File: config.mk
export PLATFORM = sky130hd
export DESIGN_NAME = gray_bcd_decoder
export DESIGN_NICKNAME = d
export VERILOG_FILES = /design/src/rtl/gray_bcd_decoder_pkg.sv /design/src/rtl/gray_bcd_decoder_digit_step.sv /design/src/rtl/gray_bcd_decoder.sv
export SDC_FILE = /design/constraint.sdc
export NUM_CORES = 1
export LEC_CHECK = 0
export CAP_MARGIN = 40
export CORE_UTILIZATION = 41
export CTS_CLUSTER_DIAMETER = 200
export DETAILED_ROUTE_END_ITERATION = 7
export PLACE_DENSITY_LB_ADDON = 0.05
export REMOVE_ABC_BUFFERS = 1
export SYNTH_ARGS = -nofsm -noshare
export SYNTH_HDL_FRONTEND = slang
export SYNTH_SLANG_ARGS = --single-unit
File: constraint.sdc
create_clock -name clk -period 4.4 [get_ports clk]
set_input_delay 0.88 -clock clk [delete_from_list [all_inputs] [get_ports clk]]
set_output_delay 0.88 -clock clk [all_outputs]
set_load 0.01 [all_outputs]
File: src/rtl/gray_bcd_decoder_pkg.sv
// Shared types and constants for the multi-digit Gray-to-BCD decoder.
// The state encoding is fixed so that waveforms and debug taps read the same everywhere.
package gray_bcd_decoder_pkg;

  typedef enum logic [1:0] {
    IDLE   = 2'd0,
    DECODE = 2'd1,
    DONE   = 2'd2
  } state_t;

  localparam logic [3:0] BCD_MAX      = 4'd9;
  localparam int         GRAY_DIGIT_W = 4;

endpackage

File: src/rtl/gray_bcd_decoder_digit_step.sv
// One digit of the iterative decoder: Gray shift register plus a running XOR,
// producing one BCD bit (MSB first) per step.
module gray_digit_step
  import gray_bcd_decoder_pkg::*;
(
  input  logic                    clk,
  input  logic                    rst,
  input  logic                    load,
  input  logic                    step,
  input  logic [GRAY_DIGIT_W-1:0] gray_nibble,
  output logic [GRAY_DIGIT_W-1:0] bcd_nibble,
  output logic                    gt9
);

  logic [GRAY_DIGIT_W-1:0] sr_q, sr_d;
  logic                    acc_q, acc_d;
  logic [GRAY_DIGIT_W-1:0] wk_q, wk_d;
  logic                    bit_now;

  // The accumulator starts at 0, so the first step yields b3 = g3 directly.
  assign bit_now = acc_q ^ sr_q[GRAY_DIGIT_W-1];

  always_comb begin
    sr_d  = sr_q;
    acc_d = acc_q;
    wk_d  = wk_q;
    if (load) begin
      sr_d  = gray_nibble;
      acc_d = 1'b0;
      wk_d  = '0;
    end else if (step) begin
      sr_d  = {sr_q[GRAY_DIGIT_W-2:0], 1'b0};
      acc_d = bit_now;
      wk_d  = {wk_q[GRAY_DIGIT_W-2:0], bit_now};
    end
  end

  // Exposes the post-step value so the parent can capture the full digit on the last step.
  assign bcd_nibble = wk_d;
  assign gt9        = (wk_d > BCD_MAX);

  always_ff @(posedge clk or posedge rst) begin
    if (rst) begin
      sr_q  <= '0;
      acc_q <= 1'b0;
      wk_q  <= '0;
    end else begin
      sr_q  <= sr_d;
      acc_q <= acc_d;
      wk_q  <= wk_d;
    end
  end

endmodule

File: src/rtl/gray_bcd_decoder.sv
// Packed multi-digit Gray-to-BCD decoder: one bit position per clock, all digits
// in parallel, valid/ready on both sides, with a saturating count of out-of-range results.
module gray_bcd_decoder
  import gray_bcd_decoder_pkg::*;
#(
  parameter int DIGITS = 2,
  parameter int CNT_W  = 8
) (
  input  logic                           clk,
  input  logic                           rst,
  input  logic                           in_valid,
  output logic                           in_ready,
  input  logic [GRAY_DIGIT_W*DIGITS-1:0] gray_in,
  output logic                           out_valid,
  input  logic                           out_ready,
  output logic [GRAY_DIGIT_W*DIGITS-1:0] bcd_out,
  output logic                           bcd_err,
  output logic [CNT_W-1:0]               err_count
);

  localparam int W = GRAY_DIGIT_W * DIGITS;

  state_t           state_q, state_d;
  logic [1:0]       idx_q, idx_d;
  logic [W-1:0]     bcd_out_q, bcd_out_d;
  logic             bcd_err_q, bcd_err_d;
  logic [CNT_W-1:0] err_cnt_q, err_cnt_d;
  logic             load, step;
  logic [W-1:0]     bcd_next;
  logic [DIGITS-1:0] gt9;

  for (genvar gi = 0; gi < DIGITS; gi++) begin : g_digit
    gray_digit_step u_step (
      .clk        (clk),
      .rst        (rst),
      .load       (load),
      .step       (step),
      .gray_nibble(gray_in[gi*GRAY_DIGIT_W +: GRAY_DIGIT_W]),
      .bcd_nibble (bcd_next[gi*GRAY_DIGIT_W +: GRAY_DIGIT_W]),
      .gt9        (gt9[gi])
    );
  end

  always_comb begin
    state_d   = state_q;
    idx_d     = idx_q;
    bcd_out_d = bcd_out_q;
    bcd_err_d = bcd_err_q;
    err_cnt_d = err_cnt_q;
    load      = 1'b0;
    step      = 1'b0;
    case (state_q)
      IDLE: begin
        if (in_valid) begin
          load    = 1'b1;
          idx_d   = 2'd3;
          state_d = DECODE;
        end
      end
      DECODE: begin
        step = 1'b1;
        if (idx_q == 2'd0) begin
          state_d   = DONE;
          bcd_out_d = bcd_next;
          bcd_err_d = |gt9;
        end else begin
          idx_d = idx_q - 2'd1;
        end
      end
      DONE: begin
        if (out_ready) begin
          state_d = IDLE;
          if (bcd_err_q && (err_cnt_q != {CNT_W{1'b1}}))
            err_cnt_d = err_cnt_q + CNT_W'(1);
        end
      end
      default: state_d = IDLE;
    endcase
  end

  always_ff @(posedge clk or posedge rst) begin
    if (rst) begin
      state_q   <= IDLE;
      idx_q     <= 2'd0;
      bcd_out_q <= '0;
      bcd_err_q <= 1'b0;
      err_cnt_q <= '0;
    end else begin
      state_q   <= state_d;
      idx_q     <= idx_d;
      bcd_out_q <= bcd_out_d;
      bcd_err_q <= bcd_err_d;
      err_cnt_q <= err_cnt_d;
    end
  end

  // in_ready is gated by rst so nothing can be offered while the block is held in reset.
  assign in_ready  = (state_q == IDLE) && !rst;
  assign out_valid = (state_q == DONE);
  assign bcd_out   = bcd_out_q;
  assign bcd_err   = bcd_err_q;
  assign err_count = err_cnt_q;

endmodule

==> out/metrics.csv <==
stage,metric,value,unit
clocking,clk root buf,clkbuf_8,
routing,via count,1191,
synth,Post-Synthesis Cells,155,
placement,"worst slack, placed",1520,ps
placement,GP Congestion,0.719,
finish,# diodes,0,
setup_path,crit-path cells,clkdlybuf4s50_1 > nor3_1 > clkdlybuf4s50_1,
global_route,total gr overflow,0,
routing,Avg WL per Cell,13.0,um
clocking,CTS clock-pin slew for the worst setup and hold paths,70,ps
placement,port bufs,30,
routing,post-route ant nets,0,
global_route,pin count of the biggest net entering global routing,38,
clocking,Worst-Skew Late Latency,280,ps
setup_path,critical path peak fanout,2,
routing,Residual DRC,0,
timing,final setup skew,4.91,ps
routing,Post-Route WL,3.07,mm
die,# rows,23,
synth,synthesized area,1700,um^2
synth,synthesized area per cell,11.0,um^2
synth,most frequent cell after synthesis,dfrtp_1,
timing,Period minus WS final,2880,ps
synth,yosys warns,0,
timing,Pins Over Slew Limit,0,
timing,post-route worst setup slack,1520,ps
clocking,number of buffers added for setup after CTS,0,
setup_path,Top delay family on crit path,buffers and inverters,
setup_path,Critical-path top delay cell,clkdlybuf4s50_1,
timing,period utilization,65.5,%
finish,area grow syn2layout,25.5,%
pwr,PD cells,567,nW/um^2
clocking,clk sinks,37,
die,die height,66.4,um
routing,DRT iter0 DRCs,64,
setup_path,critical path data required time,3520,ps
clocking,total CTS buffers,5,
die,core area,4000,um^2
global_route,number of global-route vias before repair,1235,
global_route,Total GRT Usage,17.2,%
timing,headroom to the max-slew limit,58.3,%
finish,layout cells sized above 1,13.4,%
die,Die Wd,66.4,um
run,number of max-cap violations,0,
timing,Slew @ Worst Pin,624,ps
synth,Post-synth EDFFs,0,
global_route,antenna violations before repair,0,
clocking,H-tree depth,2,
timing,final setup fails,0,
synth,Main synth FF type,dfrtp_1,
timing,RSZ-0062 raised after global routing,no,
synth,Unique masters post-synth,38,
setup_path,worst path bufs/invs,2,
outcome,status,"complete, no violations",
setup_path,CP max stage delay,560,ps
die,die area,4410,um^2
finish,fin nets,200,
clocking,CTS tree,done,
routing,drt first pass iters,4,
finish,fill count,364,
setup_path,WP data arrival,2000,ps
synth,Synth area leaders,"dfrtp_1, nand2_1, mux2_2, mux2_4, a22oi_1",
clocking,hold bufs inserted after CTS,0,
hold_path,worst min-delay path class,flip-flop to flip-flop,
setup_path,CP startpoint kind,input pin,
synth,largest area contributor in the netlist,dfrtp_1,
global_route,global-route wire length before repair,5.58,mm
die,Top Ports,31,
setup_path,Most common cell on crit path,clkdlybuf4s50_1,
synth,ys async rst share,100,%
pwr,P_leak,0.997,nW
setup_path,critical path class,input pin to output port,
synth,top cell type's share of synthesized area,54.5,%
timing,maximum clock frequency,347,MHz
pwr,peak supply drop,255,uV
timing,Fin. Hold Viols,0,
synth,register area share after synthesis,54.5,%
timing,Setup TNS,0,ps
synth,Yosys reg bits,37,
die,Starting Density,42.5,%
routing,via/cell ratio,5.03,
clocking,deepest clock path buffer count,2,
placement,Post-DP HPWL,2.16,mm
clocking,PostCTS Resize Cnt,0,
synth,Post-synth top cells,"dfrtp_1, nand2_1, a21oi_1, o21ai_0, inv_1",
setup_path,Worst Setup End Kind,output port,
[where the power goes]
part           switching (mW)  internal [mW]  leakage [nW]  total (mW)
clock                   0.114          0.141        0.0542       0.256
sequential             0.0847          0.452         0.485       0.537
combinational           0.208          0.209         0.458       0.417
[routing by layer]
layer,vias up,track usage (%),routed length [um]
li1,596,-,-
met1,572,22.4,1550
met2,21,27.2,1410
met3,2,5.17,100
met4,0,5.59,11
met5,-,0,0
[sequential cells by signal, indices dropped and copies added (netlist names)]
| register | count |
|---|---|
| bcd_err | 1 |
| g_digit.u_step.acc_q | 2 |
| idx_q | 2 |
| bcd_out | 8 |
| g_digit.u_step.wk_q | 6 |
| g_digit.u_step.sr_q | 8 |
| err_count | 8 |
| state_q | 2 |
[cell usage in the layout (no fill, tap or decap), types with 2 or more instances in the layout]
cell,count
mux2_2,6
o22ai_1,2
dfrtp_1,37
and3_1,2
a21oi_1,8
o21ai_0,8
a22oi_1,6
mux2_4,4
clkdlybuf4s50_1,30
inv_1,7
nand3_1,2
clkbuf_8,7
mux2i_1,2
nand2b_1,2
xnor2_1,5
nor3_1,2
nand2_1,31
o211ai_1,2
ha_1,2
[final timing paths]
check                             startpoint                   endpoint  slack [ps]  depth (start not counted)
worst min register to register      idx_q[0]                   idx_q[0]         480                          1
worst min-delay path                idx_q[0]                   idx_q[0]         480                          1
min in group asynchronous                rst  g_digit[0].u_step.sr_q[1]        1030                          3
worst max register to register  err_count[0]               err_count[1]        2720                          4
worst max-delay path                     rst                   in_ready        1520                          3
max in group asynchronous                rst               err_count[7]        3030                          3
[layout make-up]
type                            count  area (um^2)  area share, %
Clock buffer                        7         96.3           4.52
Clock inverter                      1         5.00          0.235
Sequential cell                    37          926           43.4
Tap cell                           50         62.6           2.93
Timing Repair Buffer               32          319           15.0
Multi-Input combinational cell    103          698           32.7
Inverter                            7         26.3           1.23
[stage by stage]
step | instances | power [mW] | area [um^2] | hold WS [ps] | utilization [%]
after floorplan | 147 | 0.797 | 1650 | 445 | -
after global routing | 237 | 1.32 | 2130 | 495 | 53.3
after detailed placement | 229 | 0.968 | 2030 | 463 | 50.8
after global placement | 228 | 0.937 | 2020 | 458 | 50.5
after CTS | 237 | 1.23 | 2130 | 478 | 53.3
final | 237 | 1.21 | 2130 | 477 | 53.3
[logic make-up after synthesis]
family,Yosys count,share of synthesized area (%)
compound gates,32,11.8
xor+xnor,5,2.58
fa+ha+maj,2,1.47
buf+inv,15,4.78
flops,37,54.5
mux,12,8.68
simple gates,52,16.3
(Power assumes the default switching activity.)
